===== config.mk =====
export PLATFORM = sky130hd
export DESIGN_NAME = maindec_mc_flat
export DESIGN_NICKNAME = d
export VERILOG_FILES = /design/src/rtl/maindec_mc_if.sv /design/src/rtl/maindec_mc.sv /design/src/flat_wrapper.sv
export SDC_FILE = /design/constraint.sdc
export NUM_CORES = 1
export LEC_CHECK = 0
export ABC_AREA = 1
export CORE_ASPECT_RATIO = 0.9
export CORE_MARGIN = 5
export CORE_UTILIZATION = 41
export CTS_CLUSTER_SIZE = 20
export DETAILED_ROUTE_END_ITERATION = 10
export HOLD_SLACK_MARGIN = 0.15
export PLACE_DENSITY = 0.79
export SYNTH_ARGS = -nofsm -noshare
export SYNTH_HDL_FRONTEND = slang
export SYNTH_SLANG_ARGS = --single-unit

===== constraint.sdc =====
create_clock -name clk -period 1.45 [get_ports clk]
set_clock_uncertainty 0.15 [all_clocks]
set_input_delay 0.2175 -clock clk [delete_from_list [all_inputs] [get_ports clk]]
set_output_delay 0.2175 -clock clk [all_outputs]
set_load 0.01 [all_outputs]

===== src/rtl/maindec_mc_if.sv =====
// Control bundle between the multicycle main decoder and the shared datapath.
// The decoder side uses the master modport; the datapath/IR side uses slave.
interface maindec_mc_if #(
    parameter int unsigned OP_W = 11
);
    logic [OP_W-1:0] Op;
    logic            mem_ready;
    logic            Reg2Loc;
    logic            ALUSrc;
    logic            MemtoReg;
    logic            RegWrite;
    logic            MemRead;
    logic            MemWrite;
    logic            Branch;
    logic            UncondBranch;
    logic            IRWrite;
    logic            PCWrite;
    logic [1:0]      ALUOp;
    logic            instr_done;
    logic            illegal;

    modport master (
        input  Op, mem_ready,
        output Reg2Loc, ALUSrc, MemtoReg, RegWrite, MemRead, MemWrite,
               Branch, UncondBranch, IRWrite, PCWrite, ALUOp, instr_done, illegal
    );

    modport slave (
        output Op, mem_ready,
        input  Reg2Loc, ALUSrc, MemtoReg, RegWrite, MemRead, MemWrite,
               Branch, UncondBranch, IRWrite, PCWrite, ALUOp, instr_done, illegal
    );
endinterface


===== src/rtl/maindec_mc.sv =====
// Multicycle LEGv8 main decoder: Moore FSM sequencing fetch, decode, execute,
// memory and writeback, stalling memory states on the mem_ready handshake.
module maindec_mc #(
    parameter int unsigned OP_W        = 11,
    parameter bit          EN_IMM      = 1'b1,
    parameter bit          MEM_WAIT_EN = 1'b1
) (
    input  logic          clk,
    input  logic          reset,
    maindec_mc_if.master  bus
);
    localparam int unsigned DEC_W = 11;

    typedef enum logic [3:0] {
        S_FETCH,
        S_DECODE,
        S_MEMADR,
        S_MEMRD,
        S_MEMWB,
        S_MEMWR,
        S_EXEC,
        S_ALUWB,
        S_BRANCH,
        S_JUMP,
        S_TRAP
    } state_t;

    state_t           state_q;
    state_t           state_d;
    logic [DEC_W-1:0] op;
    logic             rdy;
    logic             is_ldur;
    logic             is_stur;
    logic             is_rtype;
    logic             is_itype;
    logic             is_cbz;
    logic             is_b;

    // Only the top 11 opcode bits carry the instruction class.
    assign op  = bus.Op[OP_W-1 -: DEC_W];
    assign rdy = MEM_WAIT_EN ? bus.mem_ready : 1'b1;

    assign is_ldur  = (op == 11'b11111000010);
    assign is_stur  = (op == 11'b11111000000);
    assign is_rtype = (op == 11'b10001011000) || (op == 11'b11001011000) ||
                      (op == 11'b10001010000) || (op == 11'b10101010000);
    assign is_itype = EN_IMM && ((op[10:1] == 10'b1001000100) ||
                                 (op[10:1] == 10'b1101000100));
    assign is_cbz   = (op[10:3] == 8'b10110100);
    assign is_b     = (op[10:5] == 6'b000101);

    always_ff @(posedge clk or negedge reset) begin
        if (!reset) begin
            state_q <= S_FETCH;
        end else begin
            state_q <= state_d;
        end
    end

    // Next-state sequencing; stray encodings fall back to FETCH.
    always_comb begin
        state_d = S_FETCH;
        case (state_q)
            S_FETCH:  state_d = rdy ? S_DECODE : S_FETCH;
            S_DECODE: begin
                if (is_ldur || is_stur)        state_d = S_MEMADR;
                else if (is_rtype || is_itype) state_d = S_EXEC;
                else if (is_cbz)               state_d = S_BRANCH;
                else if (is_b)                 state_d = S_JUMP;
                else                           state_d = S_TRAP;
            end
            S_MEMADR: state_d = is_stur ? S_MEMWR : S_MEMRD;
            S_MEMRD:  state_d = rdy ? S_MEMWB : S_MEMRD;
            S_MEMWB:  state_d = S_FETCH;
            S_MEMWR:  state_d = rdy ? S_FETCH : S_MEMWR;
            S_EXEC:   state_d = S_ALUWB;
            S_ALUWB:  state_d = S_FETCH;
            S_BRANCH: state_d = S_FETCH;
            S_JUMP:   state_d = S_FETCH;
            S_TRAP:   state_d = S_FETCH;
            default:  state_d = S_FETCH;
        endcase
    end

    // Moore output decode, held at zero for as long as reset is asserted.
    always_comb begin
        bus.Reg2Loc      = 1'b0;
        bus.ALUSrc       = 1'b0;
        bus.MemtoReg     = 1'b0;
        bus.RegWrite     = 1'b0;
        bus.MemRead      = 1'b0;
        bus.MemWrite     = 1'b0;
        bus.Branch       = 1'b0;
        bus.UncondBranch = 1'b0;
        bus.IRWrite      = 1'b0;
        bus.PCWrite      = 1'b0;
        bus.ALUOp        = 2'b00;
        bus.instr_done   = 1'b0;
        bus.illegal      = 1'b0;
        if (reset) begin
            case (state_q)
                S_FETCH: begin
                    bus.MemRead = 1'b1;
                    bus.IRWrite = rdy;
                    bus.PCWrite = rdy;
                end
                S_DECODE: bus.Reg2Loc = is_stur || is_cbz;
                S_MEMADR: bus.ALUSrc = 1'b1;
                S_MEMRD: begin
                    bus.ALUSrc  = 1'b1;
                    bus.MemRead = 1'b1;
                end
                S_MEMWB: begin
                    bus.RegWrite   = 1'b1;
                    bus.MemtoReg   = 1'b1;
                    bus.instr_done = 1'b1;
                end
                S_MEMWR: begin
                    bus.Reg2Loc    = 1'b1;
                    bus.ALUSrc     = 1'b1;
                    bus.MemWrite   = 1'b1;
                    bus.instr_done = rdy;
                end
                S_EXEC: begin
                    bus.ALUSrc = is_itype;
                    bus.ALUOp  = is_itype ? 2'b11 : 2'b10;
                end
                S_ALUWB: begin
                    bus.ALUSrc     = is_itype;
                    bus.ALUOp      = is_itype ? 2'b11 : 2'b10;
                    bus.RegWrite   = 1'b1;
                    bus.instr_done = 1'b1;
                end
                S_BRANCH: begin
                    bus.Reg2Loc    = 1'b1;
                    bus.ALUOp      = 2'b01;
                    bus.Branch     = 1'b1;
                    bus.instr_done = 1'b1;
                end
                S_JUMP: begin
                    bus.UncondBranch = 1'b1;
                    bus.instr_done   = 1'b1;
                end
                S_TRAP: begin
                    bus.illegal    = 1'b1;
                    bus.instr_done = 1'b1;
                end
                default: ;
            endcase
        end
    end
endmodule


===== src/flat_wrapper.sv =====
// flat-port wrapper written by rule: the top's interface ports become plain ports
module maindec_mc_flat 
#(
    parameter int unsigned OP_W        = 11,
    parameter bit          EN_IMM      = 1'b1,
    parameter bit          MEM_WAIT_EN = 1'b1
)
  (clk, reset, bus_Op, bus_mem_ready, bus_Reg2Loc, bus_ALUSrc, bus_MemtoReg, bus_RegWrite, bus_MemRead, bus_MemWrite, bus_Branch, bus_UncondBranch, bus_IRWrite, bus_PCWrite, bus_ALUOp, bus_instr_done, bus_illegal);
  maindec_mc_if #(.OP_W(OP_W)) bus_i ();
  input  logic clk;
  input  logic reset;
  input wire logic [$bits(bus_i.Op)-1:0] bus_Op;
  input wire logic [$bits(bus_i.mem_ready)-1:0] bus_mem_ready;
  output wire logic [$bits(bus_i.Reg2Loc)-1:0] bus_Reg2Loc;
  output wire logic [$bits(bus_i.ALUSrc)-1:0] bus_ALUSrc;
  output wire logic [$bits(bus_i.MemtoReg)-1:0] bus_MemtoReg;
  output wire logic [$bits(bus_i.RegWrite)-1:0] bus_RegWrite;
  output wire logic [$bits(bus_i.MemRead)-1:0] bus_MemRead;
  output wire logic [$bits(bus_i.MemWrite)-1:0] bus_MemWrite;
  output wire logic [$bits(bus_i.Branch)-1:0] bus_Branch;
  output wire logic [$bits(bus_i.UncondBranch)-1:0] bus_UncondBranch;
  output wire logic [$bits(bus_i.IRWrite)-1:0] bus_IRWrite;
  output wire logic [$bits(bus_i.PCWrite)-1:0] bus_PCWrite;
  output wire logic [$bits(bus_i.ALUOp)-1:0] bus_ALUOp;
  output wire logic [$bits(bus_i.instr_done)-1:0] bus_instr_done;
  output wire logic [$bits(bus_i.illegal)-1:0] bus_illegal;
  assign bus_i.Op = bus_Op;
  assign bus_i.mem_ready = bus_mem_ready;
  assign bus_Reg2Loc = bus_i.Reg2Loc;
  assign bus_ALUSrc = bus_i.ALUSrc;
  assign bus_MemtoReg = bus_i.MemtoReg;
  assign bus_RegWrite = bus_i.RegWrite;
  assign bus_MemRead = bus_i.MemRead;
  assign bus_MemWrite = bus_i.MemWrite;
  assign bus_Branch = bus_i.Branch;
  assign bus_UncondBranch = bus_i.UncondBranch;
  assign bus_IRWrite = bus_i.IRWrite;
  assign bus_PCWrite = bus_i.PCWrite;
  assign bus_ALUOp = bus_i.ALUOp;
  assign bus_instr_done = bus_i.instr_done;
  assign bus_illegal = bus_i.illegal;
  maindec_mc #(.OP_W(OP_W), .EN_IMM(EN_IMM), .MEM_WAIT_EN(MEM_WAIT_EN)) u_core (.clk(clk), .reset(reset), .bus(bus_i));
endmodule

**Word-level counts from Yosys, hierarchy flattened**

Index checks and enable logic that the tools add are counted.

- Latch bits: 0
- Bits in writable memories: 0
- Register bits after elaboration: 4
- ROM bits: 0
- Memories kept: 0
- Input port bits: 14

- Add/subtract/negate cells: 0
- Multiply operators: 0
- $lt $le $gt $ge: 0
- Eq/ne operators: 20
- Muxes and demuxes: 34
- Shift-type cells: 0
- Reductions and logical operators: 14
- Bitwise gates (word level): 0
- Div/mod/pow operators: 0

Operators with widths:

| operator | count |
|---|---|
| $eq 11x11->1 const B | 6 |
| $pmux 4 s6 | 1 |
| $mux 1 | 21 |
| $eq 10x10->1 const B | 2 |
| $eq 4x3->1 const B | 4 |
| $eq 4x4->1 const B | 3 |
| $mux 4 | 3 |
| $mux 3 | 3 |
| $eq 4x2->1 const B | 2 |
| $eq 8x8->1 const B | 1 |
| $reduce_or 2->1 | 4 |
| $logic_or 1x1->1 | 7 |
| $eq 6x3->1 const B | 1 |
| $pmux 1 s2 | 3 |
| $reduce_or 5->1 | 1 |
| $eq 4x1->1 const B | 1 |
| $logic_not 4->1 | 1 |
| $mux 2 | 2 |
| $pmux 2 s2 | 1 |
| $reduce_or 3->1 | 1 |

**Depth between registers and ports, before layout**

Gate-level depths: netlist (run 1).

- Depth in word-level cells: 8
- Gate-level depth with buffers: 8

**Worst setup path after synthesis (run 1)**

OpenSTA, ideal clock, no wires.

- Path kind: register to output
- From: register u_core.state_q[3]
- To: output port bus_PCWrite
- Cell stages (with the launch flop): 5
- Required time: 1082 ps
- Path slack: 16 ps
- Data arrival time: 1066 ps
- Buffers on the path: 1
- Cells stage by stage: dfrtp_1 -> nor2_2 -> nand4_1 -> nor2_1 -> buf_4

- Cells in the longest elaborated chain, start to end: 3

Ends and longest elaborated chain:

| element | line | RTL |
|---|---|---|
| start, declared | maindec_mc.sv:28 | `state_t state_q;` |
| start signal, assigned | maindec_mc.sv:56 | `state_q <= state_d;` |
| $logic_not 4->1 | -- |  |
| $mux 1 (2 in series) | -- |  |
| end, declared | flat_wrapper.sv:23 | `output wire logic [$bits(bus_i.PCWrite)-1:0] bus_PCWrite;` |

No other way between the ends.

**Worst setup path after layout (run 1)**

- From: register u_core.state_q[1]
- To: output port bus_Reg2Loc

- Cells in the longest elaborated chain, start to end: 4
- Elaborated cells on any way between the ends: 6

Ends and longest elaborated chain:

| element | line | RTL |
|---|---|---|
| $eq 4x4->1 / $eq 4x3->1 (equally long branches) | maindec_mc.sv:101 | `case (state_q)` |
| $reduce_or 2->1 (no source line) | -- |  |
| $pmux 1 s2 (*) | maindec_mc.sv:101 |  |
| $mux 1 (*) | maindec_mc.sv:100 | `if (reset) begin` |
| end, declared | flat_wrapper.sv:14 | `output wire logic [$bits(bus_i.Reg2Loc)-1:0] bus_Reg2Loc;` |

Every way passes the cells marked *; elsewhere a longest branch is shown, timed or not.

==> results of run 1 <==
## synth_stat cells
cell	instances	share of area [%]
nor2_1	21	13
nor2b_1	1	0.99
o21ai_1	3	2.4
nand4_1	4	4.0
buf_4	1	1.2
inv_2	5	3.0
nand2b_1	1	0.99
nand2_2	2	2.0
nor2_2	2	2.0
inv_1	21	13
nor3_1	4	3.2
clkbuf_1	1	0.59
nor2_4	4	7.1
and3_1	1	0.99
o211ai_2	1	2.0
nand2_1	31	18
dfrtp_1	4	16
a21oi_1	3	2.4
nand3_1	10	7.9
## through the flow
step | setup TNS (ns) | hold slack (ns) | setup WS, ns | total power (uW) | instances
after CTS | -3.57 | 0.384 | -0.292 | 1500 | 195
after global placement | -8.50 | 0.604 | -0.766 | 1230 | 185
after floorplan | 0 | -0.228 | 0.0162 | 748 | 120
after detailed placement | -8.75 | 0.611 | -0.794 | 1240 | 185
after global routing | -5.97 | 0.394 | -0.540 | 1970 | 201
final | -4.76 | 0.371 | -0.462 | 1870 | 201
## critical path: cells and delay by family, from the launching register on
family | cells | cell delay, ns
buffers and inverters | 3 | 0.32
flip-flops | 1 | 0.43
AND/OR/NAND/NOR | 5 | 0.56
## layer usage
layer | track usage, % | vias to the layer above | routed length, um
met3 | 2.86 | 24 | 328
met4 | 4.71 | 0 | 206
met2 | 41.4 | 86 | 1610
met1 | 26.0 | 486 | 1240
met5 | 0 | - | 0
li1 | - | 507 | -
## final cells by class
class / count / area [um^2] / share of cell area, %
Timing Repair Buffer: 65 / 541 / 41.8
Multi-Input combinational cell: 88 / 512 / 39.6
Sequential cell: 4 / 103 / 7.93
Inverter: 26 / 97.6 / 7.54
Clock buffer: 3 / 22.5 / 1.74
Tap cell: 15 / 18.8 / 1.45
## path summary, 6_finish.rpt
check	from	end	slack [ns]	depth (start not counted)
worst max-delay path	u_core.state_q[1]$_DFF_PN0_	bus_Reg2Loc	-0.46	8
worst min-delay path	bus_Op[8]	u_core.state_q[3]$_DFF_PN0_	0.37	5
worst max register to register	u_core.state_q[3]$_DFF_PN0_	u_core.state_q[2]$_DFF_PN0_	-0.15	10
worst min register to register	u_core.state_q[3]$_DFF_PN0_	u_core.state_q[2]$_DFF_PN0_	0.77	6
max in group asynchronous	reset	u_core.state_q[2]$_DFF_PN0_	0.40	4
min in group asynchronous	reset	u_core.state_q[3]$_DFF_PN0_	0.64	4
## power by group
group,internal (uW),leakage (uW),switching [uW]
logic,701,0.000700,789
clock network,92.6,0.0000138,46.4
registers,168,0.0000486,72.7
## kinds of logic after synthesis
family,count (synthesis)
flip-flops,4
buffers and inverters,28
AND/OR/NAND/NOR,81
AO/OA/AOI/OAI,7
## what timing repair did
| action | CTS | global route |
|---|---|---|
| endpoints found under the hold margin | 0 | 4 |
| buffers inserted | 7 | 6 |
| hold buffers | 0 | 1 |
| endpoints found under the setup margin | 15 | 18 |
| gates resized for setup | 76 | 26 |
| pin swaps | 12 | 13 |
==> flow_summary.ini, run 1 <==
[die]
die_h_um = 47.2
fp.dieW_um = 51.3
start_util_pct = 43.6
core-area_mm2 = 0.00145
ios = 28
core.rowCount = 13
die-area_mm2 = 0.00242

[setup_path]
critPathLaunchType = flip-flop
required_ns = 1.08
cp_data_arrival_time_ns = 1.54
critical_path_class = flip-flop to primary output
slowest_stage = dfrtp_1
end_kind = primary output
crit_chain = inv_2, nand2_2, nor3_4, nand2_2, nand2_1, inv_1, nand2_1, buf_2
critPathMaxFanout = 4
critPathMaxStageDelay_ns = 0.43

[synthesis]
synth_top_family_by_area = simple AND/OR/NAND/NOR gates
yosysWarningCount = 0
syn_area_um2 = 631
synth_mux_area_share_pct = 0
avgSynthCellArea_um2 = 5.26
syn-num-nets = 134
ys_types = 19
synthCells = 120
yosys.area_share.simple_pct = 60.1
ys_seq_area_share_pct = 15.9
ys_seq_elements = 4
synth_compound_gate_area_share_pct = 6.75
synth_xor_area_share_pct = 0
synthAdderAreaFrac_pct = 0

[timing]
rsz0062_at_grt = true
clock.fmax_mhz = 523
maxSlewHeadroom_pct = 81.6
hold_violations = 0
tightest_slew_ns = 0.275
post-route-period-util_pct = 132
maxSlewViolCount = 0
period_minus_slack_ns = 1.91
setup_viol = 18
fin_ws_ns = -0.462

[routing]
avgViaCountPerCell = 5.49
routed_wl_mm = 3.39
dr.pass1.iters = 4
vias = 1103
drtIter0Drc = 56
drcViolationCount = 0
detail-route-antenna-nets = 0
wire_per_inst_um = 16.9

[layout]
final_cell_area_mm2 = 0.00129
final_common_cell = buf_4
final_cell_mix = 29 x buf_4, 24 x nand2_1, 18 x inv_1, 15 x nor2_1, 11 x buf_2
regMostFlops = u_core.state_q
syn_to_final_growth_pct = 105
largest_reg_flops = 4
n_antenna_cell = 0
nets = 202
fillers = 77
drive_above_1_share_pct = 50.5
largestRegisters = u_core.state_q (4)
final_core_util_pct = 89.4

[cts]
cts_buffer_depth = 2
path_clk_slew_ns = 0.04
clock-sinks = 4
cts_tree = built
cts_made_buffers = 3
clk_latency_ns = 0.24
htree_levels = 1
cts_root_buffer = clkbuf_4

[min_path]
min_path_type = input port to flip-flop

[placed_design]
gp_congestion = 0.878
dp_hpwl_mm = 1.78
port_buffers = 27
placed_area_mm2 = 0.00110

[global_route]
grt_pass1_wl_mm = 3.88
grt_pass1_vias = 891
grt.overflow.total = 0
grt_usage_pct = 21.5
grt_max_degree = 7
antenna_found_initial = 0

[run]
cap_viol_max_count = 0

[pwr]
powerDensity_mw_per_mm2 = 1450
power_leakage_uw = 0.000762
peakVddDrop_mv = 1.37

[run_status]
violations = negative setup slack
status = finished with violations
Note: power is estimated with default switching activity, not from simulation.
==> inputs of run 2 (changes only) <==
--- a/config.mk
+++ b/config.mk
@@ -6,13 +6,15 @@
 export NUM_CORES = 1
 export LEC_CHECK = 0
 export ABC_AREA = 1
+export CAP_MARGIN = 25
 export CORE_ASPECT_RATIO = 0.9
 export CORE_MARGIN = 5
-export CORE_UTILIZATION = 41
+export CORE_UTILIZATION = 40
 export CTS_CLUSTER_SIZE = 20
 export DETAILED_ROUTE_END_ITERATION = 10
 export HOLD_SLACK_MARGIN = 0.15
-export PLACE_DENSITY = 0.79
+export PLACE_DENSITY = 0.77
+export REMOVE_ABC_BUFFERS = 1
 export SYNTH_ARGS = -nofsm -noshare
 export SYNTH_HDL_FRONTEND = slang
 export SYNTH_SLANG_ARGS = --single-unit
==> flow_summary.ini, run 2 <==
[run_status]
status = did not finish
stop_stage = global routing
stop_error = [ERROR DPL-0033] detailed placement checks failed during check placement.

[synthesis]
yosys.area.top_type = nand2_1
synth_edf_count = 0
avgSynthCellArea_um2 = 5.26
ys_top_cells_by_count = 31 x nand2_1, 21 x inv_1, 21 x nor2_1
synth_top_area_share_pct = 18.5
synthCells = 120
synth_most_common_cell = nand2_1
ys_top_cells_by_area = nand2_1 18%, dfrtp_1 16%, inv_1 13%, nor2_1 13%, nand3_1 7.9%
synth-main-ff-cell = dfrtp_1
syn_area_um2 = 631
async_flop_share_pct = 100
ys_seq_area_share_pct = 15.9
ys_types = 19
yosysWarningCount = 0
ys_seq_elements = 4

[timing]
crit_endpoint = bus_PCWrite
worst-ep-kind = output port

[cts]
cts_made_buffers = 3
cts_buffer_depth = 2
cts_root_buffer = clkbuf_4
htree_levels = 1
clock-sinks = 4

[die]
fp.dieW_um = 51.9
die_h_um = 47.7
ios = 28
core.rowCount = 13
start_util_pct = 43.1

[placed_design]
place_inst = 183
placed_area_mm2 = 0.00108
dp_hpwl_mm = 1.95
port_buffers = 27
gp_congestion = 0.885

[global_route]
grt_max_degree = 7
antenna_found_initial = 1
[run 2: cell counts after synthesis]
No cell type changed its count.
[run 2: per-stage QoR]
step	worst slack (ns)	hold slack, ns
2_1_floorplan	0.0931	-0.228
3_3_place_gp	-0.772	0.617
3_5_place_dp	-0.829	0.613
4_1_cts	-0.318	0.396
[run 2: timing repair]
item | CTS
hold buffers | 1
setup buffers | 20
endpoints found under the hold margin | 4
resized for setup | 89
gates cloned | 0
endpoints found under the setup margin | 15
pin swaps | 14
[run 2: cells by family after synthesis]
family / share of synthesized area, %
and+or+nand+nor: 60.1
buffers and inverters: 17.3
AOI/OAI and AO/OA: 6.74
DFF: 15.9
==> inputs of run 3 (changes only) <==
--- a/config.mk
+++ b/config.mk
@@ -7,13 +7,10 @@
 export LEC_CHECK = 0
 export ABC_AREA = 1
 export CAP_MARGIN = 25
-export CORE_ASPECT_RATIO = 0.9
-export CORE_MARGIN = 5
-export CORE_UTILIZATION = 40
-export CTS_CLUSTER_SIZE = 20
+export CORE_AREA = 5 5 66 68
 export DETAILED_ROUTE_END_ITERATION = 10
-export HOLD_SLACK_MARGIN = 0.15
-export PLACE_DENSITY = 0.77
+export DIE_AREA = 0 0 71 73
+export PLACE_DENSITY_LB_ADDON = 0.15
 export REMOVE_ABC_BUFFERS = 1
 export SYNTH_ARGS = -nofsm -noshare
 export SYNTH_HDL_FRONTEND = slang
==> flow_summary.ini, run 3 (synthesis results as in run 1) <==
[setup_path]
r2r_cells = 8
critPathMaxFanout = 3
end_kind = primary output
r2r-start = u_core.state_q[1]$_DFF_PN0_
crit_chain = nor2_4, buf_4, nand2_2, inv_2, nand2_2, nand2_1, inv_1, nand2_1, buf_2
r2r_slack_ns = 0.02
critPathLaunchType = flip-flop
required_ns = 1.08
slowest_stage = dfrtp_2
critPathMaxStageDelay_ns = 0.44
critical_path_class = flip-flop to primary output
r2r_end = u_core.state_q[0]$_DFF_PN0_
cp_data_arrival_time_ns = 1.37

[pwr]
combPwrFrac_pct = 75.0
p_sw_share_pct = 43.6
report.power.total_uw = 1900
switchingPower_uw = 828
powerDensity_mw_per_mm2 = 1380
p_int_uw = 1070
power_leakage_uw = 0.000779
p_seq_share_pct = 12.9
peakVddDrop_mv = 0.401
clkPwrFrac_pct = 12.0

[timing]
rsz0062_at_grt = true
hold_violations = 0
maxSlewViolCount = 0
maxSlewHeadroom_pct = 75.0
tightest_slew_ns = 0.372
clock.fmax_mhz = 574
setup_viol = 14
period_minus_slack_ns = 1.74
whs_ns = 0.0504
fin_ws_ns = -0.292
post-route-period-util_pct = 120

[cts]
clk_latency_ns = 0.21
cts_tree = built
cts_root_buffer = clkbuf_8
clock-sinks = 4
cts_buffer_depth = 2
htree_levels = 1
cts_made_buffers = 3
hold_buffers = 0
path_clk_slew_ns = 0.03

[layout]
final_common_cell = buf_4
largestRegisters = u_core.state_q (4)
largest_reg_flops = 4
final_cell_mix = 38 x buf_4, 23 x nand2_1, 19 x inv_1, 14 x nor2_1, 13 x buf_2
regMostFlops = u_core.state_q
drive_above_1_share_pct = 53.1
nets = 208
syn_to_final_growth_pct = 118
n_antenna_cell = 0

[routing]
detail-route-antenna-nets = 0
dr.pass1.iters = 4
wire_per_inst_um = 10.6
routed_wl_mm = 2.57
avgViaCountPerCell = 4.08
drtIter0Drc = 33
drcViolationCount = 0
vias = 988

[die]
die-area_mm2 = 0.00518
ios = 28
die_h_um = 73
start_util_pct = 16.6
core-area_mm2 = 0.00380
fp.dieW_um = 71
core.rowCount = 23

[placed_design]
dp_hpwl_mm = 2.06
port_buffers = 27
gp_congestion = 0.881
dp_slack_ns = -0.841

[run_status]
status = finished with violations
violations = negative setup slack

[global_route]
grt_pass1_vias = 1028
grt.overflow.total = 0
grt_pass1_wl_mm = 4.26
grt_usage_pct = 10.2
grt_max_degree = 6
antenna_found_initial = 0

[run]
cap_viol_max_count = 0

[min_path]
min_path_type = input port to async pin
[run 3: final cells by class]
class,instances,area [um^2]
Fill cell,432,2420
Timing Repair Buffer,71,544
Multi-Input combinational cell,88,520
Sequential cell,4,104
Inverter,26,103
Tap cell,50,62.6
Clock buffer,3,41.3
[run 3: how the worst max path moves through the flow]
stage                                     start     endpoint  slack [ns]  cells after the start
finish              u_core.state_q[3]$_DFF_PN0_  bus_Reg2Loc       -0.29                      9
global route        u_core.state_q[3]$_DFF_PN0_   bus_ALUSrc       -0.37                      7
CTS                 u_core.state_q[2]$_DFF_PN0_   bus_ALUSrc       -0.34                      8
detailed placement                    bus_Op[7]   bus_ALUSrc       -0.84                      7
global placement                      bus_Op[7]   bus_ALUSrc       -0.80                      7
floorplan           u_core.state_q[3]$_DFF_PN0_  bus_IRWrite        0.09                      3
[run 3: metrics by stage]
stage / area, um^2 / util (%) / setup TNS, ns / std cells
after floorplan: 619 / - / 0 / 118
after global placement: 1190 / 31.4 / -9.62 / 227
after detailed placement: 1190 / 31.4 / -9.42 / 227
after CTS: 1290 / 34.1 / -3.15 / 240
after global routing: 1380 / 36.2 / -4.39 / 242
final: 1380 / 36.2 / -3.12 / 242
[run 3: critical path: cells and delay by family (launching register included)]
family                 cells  cell delay (ns)
and+or+nand+nor            5             0.38
buffers and inverters      4             0.34
DFF                        1             0.44
[run 3: repair_timing]
| action | in CTS | in global routing |
|---|---|---|
| buffers inserted | 10 | 2 |
| setup endpoints to repair | 14 | 17 |
| resized for setup | 90 | 18 |
| pin swaps | 17 | 11 |
[run 3: power groups by stage]
stage / clock network (uW) / logic [uW] / registers [uW]
detailed placement: 0 / 1110 / 226
CTS: 233 / 1250 / 241
finish: 228 / 1420 / 246
global placement: 0 / 1110 / 228
floorplan: 0 / 526 / 212
global route: 245 / 1540 / 250
[run 3: per-layer routing]
layer  track usage [%]  vias up  share of wire [%]
met2              19.6       32                 54
met1              11.0      439                 41
met5                 0        -                  0
li1                  -      513                  -
met4              4.18        0                1.7
met3              1.65        4                3.8
==> inputs of run 4 (changes only) <==
--- a/config.mk
+++ b/config.mk
@@ -8,8 +8,10 @@
 export ABC_AREA = 1
 export CAP_MARGIN = 25
 export CORE_AREA = 5 5 66 68
+export CTS_BUF_LIST = sky130_fd_sc_hd__clkbuf_8 sky130_fd_sc_hd__clkbuf_16
 export DETAILED_ROUTE_END_ITERATION = 10
 export DIE_AREA = 0 0 71 73
+export HOLD_SLACK_MARGIN = 0.12
 export PLACE_DENSITY_LB_ADDON = 0.15
 export REMOVE_ABC_BUFFERS = 1
 export SYNTH_ARGS = -nofsm -noshare
==> flow_summary.ini, run 4 (synthesis results as in run 1) <==
[routing]
routed_wl_mm = 2.58
drtIter0Drc = 29
wire_per_inst_um = 10.6
detail-route-antenna-nets = 0
avgViaCountPerCell = 4.02
drcViolationCount = 0
dr.pass1.iters = 4
vias = 977

[pwr]
powerDensity_mw_per_mm2 = 1370
peakVddDrop_mv = 0.401
power_leakage_uw = 0.000781

[layout]
final_cell_mix = 38 x buf_4, 23 x nand2_1, 19 x inv_1, 14 x nor2_1, 13 x buf_2
syn_to_final_growth_pct = 119
drive_above_1_share_pct = 52.3
largestRegisters = u_core.state_q (4)
largest_reg_flops = 4
final_common_cell = buf_4
regMostFlops = u_core.state_q
n_antenna_cell = 0
nets = 209
fillers = 433

[placed_design]
gp_congestion = 0.881
dp_slack_ns = -0.841
port_buffers = 27
dp_hpwl_mm = 2.06

[global_route]
busiest_layer = met2
grt_util_met3_pct = 1.65
grt_pass1_vias = 1034
grt_max_degree = 6
grt_pass1_wl_mm = 4.29
met1_usage_pct = 11.2
use_met2_pct = 19.7
grt.overflow.total = 0
antenna_found_initial = 0
grt_usage_pct = 10.3

[min_path]
worstHoldStart = bus_Op[0]
min_path_type = input port to flip-flop
hold_depth = 4
hold_end = u_core.state_q[3]$_DFF_PN0_

[setup_path]
required_ns = 1.08
crit_chain = nor2_4, buf_4, nand2_2, inv_2, nand2_2, nand2_1, inv_1, nand2_1, buf_2
r2r-start = u_core.state_q[1]$_DFF_PN0_
critPathLaunchType = flip-flop
end_kind = primary output
slowest_stage = dfrtp_2
critPathMaxFanout = 3
r2r_end = u_core.state_q[0]$_DFF_PN0_
cp_data_arrival_time_ns = 1.38
r2r_cells = 8
r2r_slack_ns = 0.02
critical_path_class = flip-flop to primary output
critPathMaxStageDelay_ns = 0.44

[die]
die-area_mm2 = 0.00518
core-area_mm2 = 0.00380
core.rowCount = 23
die_h_um = 73
start_util_pct = 16.6
ios = 28
fp.dieW_um = 71

[cts]
cts_made_buffers = 3
path_clk_slew_ns = 0.03
cts_tree = built
clk_latency_ns = 0.21
clock-sinks = 4
cts_root_buffer = clkbuf_8
cts_buffer_depth = 2
htree_levels = 1

[timing]
post-route-period-util_pct = 120
tightest_slew_ns = 0.372
maxSlewHeadroom_pct = 75.0
period_minus_slack_ns = 1.74
rsz0062_at_grt = true
whs_ns = 0.364
maxSlewViolCount = 0
hold_violations = 0
setup_viol = 14
fin_ws_ns = -0.293
clock.fmax_mhz = 574
setup_tns_ns = -3.13

[run_status]
violations = negative setup slack
status = finished with violations

[run]
cap_viol_max_count = 0
run 4: how the worst max path moves through the flow:
stage / startpoint / endpoint / slack, ns / cells past startpoint
final: u_core.state_q[3]$_DFF_PN0_ / bus_Reg2Loc / -0.29 / 9
after global routing: u_core.state_q[3]$_DFF_PN0_ / bus_ALUSrc / -0.37 / 7
after CTS: u_core.state_q[2]$_DFF_PN0_ / bus_ALUSrc / -0.34 / 8
after detailed placement: bus_Op[7] / bus_ALUSrc / -0.84 / 7
after floorplan: u_core.state_q[3]$_DFF_PN0_ / bus_IRWrite / 0.09 / 3
after global placement: bus_Op[7] / bus_ALUSrc / -0.80 / 7
run 4: metal layers:
layer  share of wire [%]  routed length [um]
met1                  40                1040
met2                  54                1390
met3                 3.9                 100
met4                 1.7                  45
met5                   0                   0
run 4: metrics by stage:
step	instances	utilization (%)	total power, uW	area, um^2
after floorplan	118	-	738	619
after global placement	227	31.4	1340	1190
after detailed placement	227	31.4	1330	1190
after CTS	241	34.4	1720	1310
after global routing	243	36.4	2040	1380
final	243	36.4	1900	1380
run 4: critical path: cells and delay by family (launching register included):
kind / cells / cell delay [ns]
DFF: 1 / 0.44
and+or+nand+nor: 5 / 0.38
buffers and inverters: 4 / 0.34
run 4: area by class of cell:
class | instances | area, um^2 | share of cell area (%)
repair buffers | 72 | 554 | 40.1
multi-input cells | 88 | 517 | 37.4
flip-flops and latches | 4 | 104 | 7.52
inverters | 26 | 103 | 7.43
well taps | 50 | 62.6 | 4.53
clock buffers | 3 | 41.3 | 2.99
run 4: report_power, final:
group / total (uW) / internal (uW) / switching, uW
Combinational: 1420 / 723 / 702
Clock: 228 / 176 / 51.7
Sequential: 245 / 171 / 73.2
run 4: repair_timing:
item	CTS	global route
hold buffers	1	0
buffers inserted	10	2
setup endpoints to repair	14	17
pin swaps	17	11
endpoints found under the hold margin	4	0
resized for setup	90	17
